`config.mk`:
```
export PLATFORM = sky130hd
export DESIGN_NAME = hazard_sched_unit
export DESIGN_NICKNAME = d
export VERILOG_FILES = /design/src/rtl/hazard_sched_unit.sv
export SDC_FILE = /design/constraint.sdc
export NUM_CORES = 1
export LEC_CHECK = 0
export ABC_CLOCK_PERIOD_IN_PS = 3000
export CELL_PAD_IN_SITES_DETAIL_PLACEMENT = 1
export CELL_PAD_IN_SITES_GLOBAL_PLACEMENT = 2
export CORE_MARGIN = 3
export CORE_UTILIZATION = 19
export CTS_CLUSTER_DIAMETER = 120
export DETAILED_ROUTE_END_ITERATION = 7
export PLACE_DENSITY_LB_ADDON = 0.1
export SYNTH_ARGS = -nofsm -noshare
export SYNTH_HDL_FRONTEND = slang
export SYNTH_SLANG_ARGS = --single-unit
export TNS_END_PERCENT = 50
```
`constraint.sdc`:
```
create_clock -name clk -period 3 [get_ports clk]
set_input_delay 0.6 -clock clk [delete_from_list [all_inputs] [get_ports clk]]
set_output_delay 0.6 -clock clk [all_outputs]
set_load 0.005 [all_outputs]
```
`src/rtl/hazard_sched_unit.sv`:
```
// Hazard scheduler for the 5-stage RV32I pipeline: forwarding selects, load-use stall, branch flush.
// Optional perf counters are built only when HAZARD_PERF_CNT_EN is defined.
module hazard_sched_unit #(
  parameter int REG_AW = 5,
  parameter int CNT_W  = 32
) (
  input  logic              clk,
  input  logic              rst_n,
  input  logic [REG_AW-1:0] rs1_ID,
  input  logic [REG_AW-1:0] rs2_ID,
  input  logic [REG_AW-1:0] rd_ID,
  input  logic              rs1use_ID,
  input  logic              rs2use_ID,
  input  logic [1:0]        hazard_optype_ID,
  input  logic              Branch_ID,
  output logic [1:0]        forward_ctrl_A,
  output logic [1:0]        forward_ctrl_B,
  output logic              forward_ctrl_ls,
  output logic              PC_EN_IF,
  output logic              reg_FD_EN,
  output logic              reg_FD_flush,
  output logic              reg_DE_flush,
  output logic [CNT_W-1:0]  stall_cnt,
  output logic [CNT_W-1:0]  flush_cnt
);

  localparam logic [1:0] OP_NONE  = 2'b00;
  localparam logic [1:0] OP_ALU   = 2'b01;
  localparam logic [1:0] OP_LOAD  = 2'b10;
  localparam logic [1:0] OP_STORE = 2'b11;

  localparam logic [1:0] FWD_RF      = 2'b00;
  localparam logic [1:0] FWD_EX_ALU  = 2'b01;
  localparam logic [1:0] FWD_MEM_ALU = 2'b10;
  localparam logic [1:0] FWD_MEM_LD  = 2'b11;

  // Only EX and MEM shadows are kept: WB is never a forwarding source (write-first
  // regfile) and its ls bit is not observed, so a WB copy would be dead state.
  logic [REG_AW-1:0] ex_rd;
  logic [1:0]        ex_op;
  logic              ex_ls;
  logic [REG_AW-1:0] mem_rd;
  logic [1:0]        mem_op;
  logic              mem_ls;

  logic ex_writes;
  logic mem_writes;
  logic m_ex1;
  logic m_ex2;
  logic m_mem1;
  logic m_mem2;
  logic rs1_hit_ex;
  logic rs2_hit_ex;
  logic load_in_ex;
  logic store_bypass;
  logic load_use;

  assign ex_writes  = (ex_op == OP_ALU) || (ex_op == OP_LOAD);
  assign mem_writes = (mem_op == OP_ALU) || (mem_op == OP_LOAD);

  assign m_ex1  = (rs1_ID != '0) && (rs1_ID == ex_rd)  && ex_writes;
  assign m_ex2  = (rs2_ID != '0) && (rs2_ID == ex_rd)  && ex_writes;
  assign m_mem1 = (rs1_ID != '0) && (rs1_ID == mem_rd) && mem_writes;
  assign m_mem2 = (rs2_ID != '0) && (rs2_ID == mem_rd) && mem_writes;

  function automatic logic [1:0] fwd_sel(
    input logic       rd_used,
    input logic       hit_ex,
    input logic [1:0] op_ex,
    input logic       hit_mem,
    input logic [1:0] op_mem
  );
    logic [1:0] sel;
    sel = FWD_RF;
    if (rd_used) begin
      if (hit_ex && op_ex == OP_ALU)
        sel = FWD_EX_ALU;
      else if (hit_mem && op_mem == OP_ALU)
        sel = FWD_MEM_ALU;
      else if (hit_mem && op_mem == OP_LOAD)
        sel = FWD_MEM_LD;
    end
    return sel;
  endfunction

  assign forward_ctrl_A  = fwd_sel(rs1use_ID, m_ex1, ex_op, m_mem1, mem_op);
  assign forward_ctrl_B  = fwd_sel(rs2use_ID, m_ex2, ex_op, m_mem2, mem_op);
  assign forward_ctrl_ls = mem_ls;

  assign rs1_hit_ex = rs1use_ID && m_ex1;
  assign rs2_hit_ex = rs2use_ID && m_ex2;
  assign load_in_ex = (ex_op == OP_LOAD);

  // A store whose only dependency is its data operand can pick the load result up
  // from WB while the store sits in MEM, so it need not stall.
  assign store_bypass = load_in_ex && (hazard_optype_ID == OP_STORE)
                        && rs2_hit_ex && !rs1_hit_ex;
  assign load_use     = load_in_ex && (rs1_hit_ex || rs2_hit_ex) && !store_bypass;

  assign PC_EN_IF     = !load_use;
  assign reg_FD_EN    = !load_use;
  assign reg_DE_flush = load_use;
  assign reg_FD_flush = Branch_ID && !load_use;

  always_ff @(posedge clk or negedge rst_n) begin
    if (!rst_n) begin
      ex_rd  <= '0;
      ex_op  <= OP_NONE;
      ex_ls  <= 1'b0;
      mem_rd <= '0;
      mem_op <= OP_NONE;
      mem_ls <= 1'b0;
    end else begin
      if (load_use) begin
        ex_rd <= '0;
        ex_op <= OP_NONE;
        ex_ls <= 1'b0;
      end else begin
        ex_rd <= rd_ID;
        ex_op <= hazard_optype_ID;
        ex_ls <= store_bypass;
      end
      mem_rd <= ex_rd;
      mem_op <= ex_op;
      mem_ls <= ex_ls;
    end
  end

`ifdef HAZARD_PERF_CNT_EN
  logic [CNT_W-1:0] stall_cnt_q;
  logic [CNT_W-1:0] flush_cnt_q;

  always_ff @(posedge clk or negedge rst_n) begin
    if (!rst_n) begin
      stall_cnt_q <= '0;
      flush_cnt_q <= '0;
    end else begin
      if (load_use)
        stall_cnt_q <= stall_cnt_q + CNT_W'(1);
      if (reg_FD_flush)
        flush_cnt_q <= flush_cnt_q + CNT_W'(1);
    end
  end

  assign stall_cnt = stall_cnt_q;
  assign flush_cnt = flush_cnt_q;
`else
  assign stall_cnt = '0;
  assign flush_cnt = '0;
`endif

endmodule

```
==> metrics.cfg <==
[timing]
period_share_pct=97.3
rsz0062_at_grt=yes
worst_slew_pin_slew_ns=0.801
fmax_mhz=342
setup_violations=0
fin_skew_ns=0.00195
layout_min_cycle_time_ns=2.92
hold_viol=0
slew_viol_final=0
setup_tns_ns=0
slew_headroom_pct=46.4
whs_ns=0.361

[clocking]
max-clock-path-buffers=2
clkTransAtPathRegs_ns=0.07
cts_tree=done
cts_made_buffers=3
ctsHtreeMaxLevel=1
clockRootBuffer=clkbuf_8
cts_hold_buffers=0
cts.sinks=16
insertion_delay_ns=0.25

[floorplanning]
rows=31
dieArea_um2=8780
start_util_pct=19.8
fp.dieH_um=93.7
pin_count=95
fp.dieW_um=93.7
core_um2=7370

[global_routing]
grt_pass1_wl_um=5950
grt_use_met1_pct=11.0
use_met2_pct=14.7
grt_busiest_layer=met2
grt_max_degree=17
overflow=0
grt_util_met3_pct=1.28
grt_pass1_vias=1138
antenna_found_initial=0
grt_usage_pct=8.57

[setup_path]
worst_setup_path_start_kind=input port
r2r.worst_path.cells=8
critPathArrivalTime_ns=2.32
critPathCaptureType=output port
path_class=input port to output port
endpoint=reg_FD_flush
worstPathRequired_ns=2.40
ff2ff_setup_slack_ns=0.94
cp-startpoint=rs1_ID[4]
critPathMaxFanout=4
rr_endpoint=ex_rd[1]$_DFF_PN0_
r2r_start=ex_op[0]$_DFF_PN0_

[power_and_ir_drop]
vdd_drop_max_mv=0.129
swShare_pct=29.5
p_seq_share_pct=39.5
power.leakage_nw=0.941
internal-power_mw=0.423
combPwrFrac_pct=27.1
p_per_area_nw_per_um2=302
clkPwrFrac_pct=33.4
switchingPower_mw=0.177

[final_layout]
syn_to_final_growth_pct=35.9
layout.nets=247
layout.area.seq_um2=400
fillers=926
multi_input_area_um2=847
layout-drive-gt1-share_pct=22.3
antenna_cells=0

[hold_path]
worstHoldPathType=register to register
hp-start=ex_ls$_DFF_PN0_

[route]
wl_um=3820
first_iter_violations=72
antenna_left=0
wl_per_cell_um=12.0
drtPass1Iterations=4
drc=0
via_count=1091
via_per_inst=3.42

[status]
outcome=finished, final reports clean

[place]
gp_congestion=0.808
io_buffers=30
detailed_place_hpwl_um=3210

[yosys]
yosysWarnings=0
avgSynthCellArea_um2=9.31
ys_types=31
ys_ff_latch=16
postSynthCellCount=157
seq_area_frac_synth_pct=27.4
netlist_area_um2=1460

[flow_run]
maxCapViolations=0

## worst min path at each step
stage / cells past startpoint / endpoint
floorplan: 0 / ex_ls$_DFF_PN0_
global placement: 0 / forward_ctrl_ls$_DFF_PN0_
detailed placement: 0 / forward_ctrl_ls$_DFF_PN0_
CTS: 0 / forward_ctrl_ls$_DFF_PN0_
global route: 0 / forward_ctrl_ls$_DFF_PN0_
finish: 0 / forward_ctrl_ls$_DFF_PN0_
## synth_stat cells (all sizes together)
master	n	area (µm²)
a2111o	1	11.3
a2111oi	1	27.5
a211o	1	8.76
a211oi	1	7.51
a21boi	1	7.51
buf	65	488
conb	1	3.75
dfrtp	16	400
ha	4	50.1
inv	8	30.0
nand2	1	3.75
nand2b	1	6.26
nand3	3	15.0
nand4	4	25.0
nor2	4	22.5
nor2b	3	18.8
nor3	2	10.0
nor3b	8	60.1
nor4	6	52.6
o2111ai	1	8.76
o211ai	1	7.51
o21a	1	7.51
o21ai	2	10.0
o221ai	1	8.76
or2	1	6.26
or3	1	7.51
or4	1	7.51
xnor2	11	96.3
xor2	6	52.6
## sequential cells by signal, summed over array words and instances, names as in the netlist
signal	flops
mem_op	2
forward_ctrl_ls	1
ex_rd	5
mem_rd	5
ex_ls	1
ex_op	2
## cell type report
| cell class | count | share of cell area, % |
|---|---|---|
| timing repair buffer | 61 | 26.7 |
| sequential | 16 | 20.2 |
| inverter | 8 | 1.51 |
| tap | 99 | 6.24 |
| multi-input combinational | 131 | 42.7 |
| clock buffer | 4 | 2.77 |
## power by group through the flow
stage               sequential, mW  clock [mW]  combinational [mW]
CTS                          0.236       0.208               0.161
floorplan                    0.237           0               0.128
finish                       0.237       0.200               0.162
global route                 0.239       0.216               0.181
global placement             0.240           0               0.148
detailed placement           0.240           0               0.149
## what timing repair did
| item | CTS | global route |
|---|---|---|
| cloned | 0 | 0 |
| buffers inserted | 7 | 1 |
| pin swaps | 9 | 5 |
| resized for setup | 33 | 3 |
| endpoints found under the setup margin | 8 | 3 |
| endpoints found under the hold margin | 0 | 0 |
## layout by cell type (no fill, tap or decap), types with 4 or more instances in the layout
| master | netlist | routed |
|---|---|---|
| dfrtp_1 | 16 | 16 |
| clkdlybuf4s50_1 | 0 | 12 |
| conb_1 | 1 | 64 |
| nand4_1 | 4 | 4 |
| dlygate4sd2_1 | 0 | 15 |
| inv_1 | 8 | 8 |
| clkbuf_8 | 0 | 4 |
| xor2_1 | 6 | 6 |
| xnor2_1 | 11 | 9 |
| buf_4 | 65 | 28 |
| nor3b_1 | 8 | 7 |
## logic make-up (layout without fill, tap and decap cells)
kind of cell / count (synthesis) / in the layout / synth area share (%)
buf+inv: 73 / 73 / 35.4
simple gates: 35 / 35 / 16.1
xor+xnor: 17 / 17 / 10.2
flops: 16 / 16 / 27.4
compound gates: 11 / 11 / 7.19
fa+ha+maj: 4 / 4 / 3.42
other cells: 1 / 64 / 0.257
## per-stage QoR
step	cell area [µm²]	instances	util, %	worst slack [ns]	power, mW
floorplan	1700	220	-	0.556	0.365
global route	1990	319	26.9	-0.0107	0.635
finish	1990	319	26.9	0.0796	0.599
CTS	1970	318	26.7	0.0166	0.606
detailed placement	1810	307	24.5	-0.470	0.389
global placement	1810	307	24.5	-0.447	0.388
## layer usage
layer | vias to the layer above | wire length, µm
li1 | 522 | -
met4 | 0 | 31
met3 | 2 | 235
met1 | 514 | 1650
met5 | - | 0
met2 | 53 | 1910
## worst max-delay path, cell delays in order
cell and delay (ns):
dlygate4sd2_1 0.26, buf_4 0.15, a2111o_1 0.51, nor4_4 0.27
buf_4 0.15, buf_4 0.12, nor3b_2 0.04, clkdlybuf4s15_2 0.20
(Power assumes the default switching activity.)
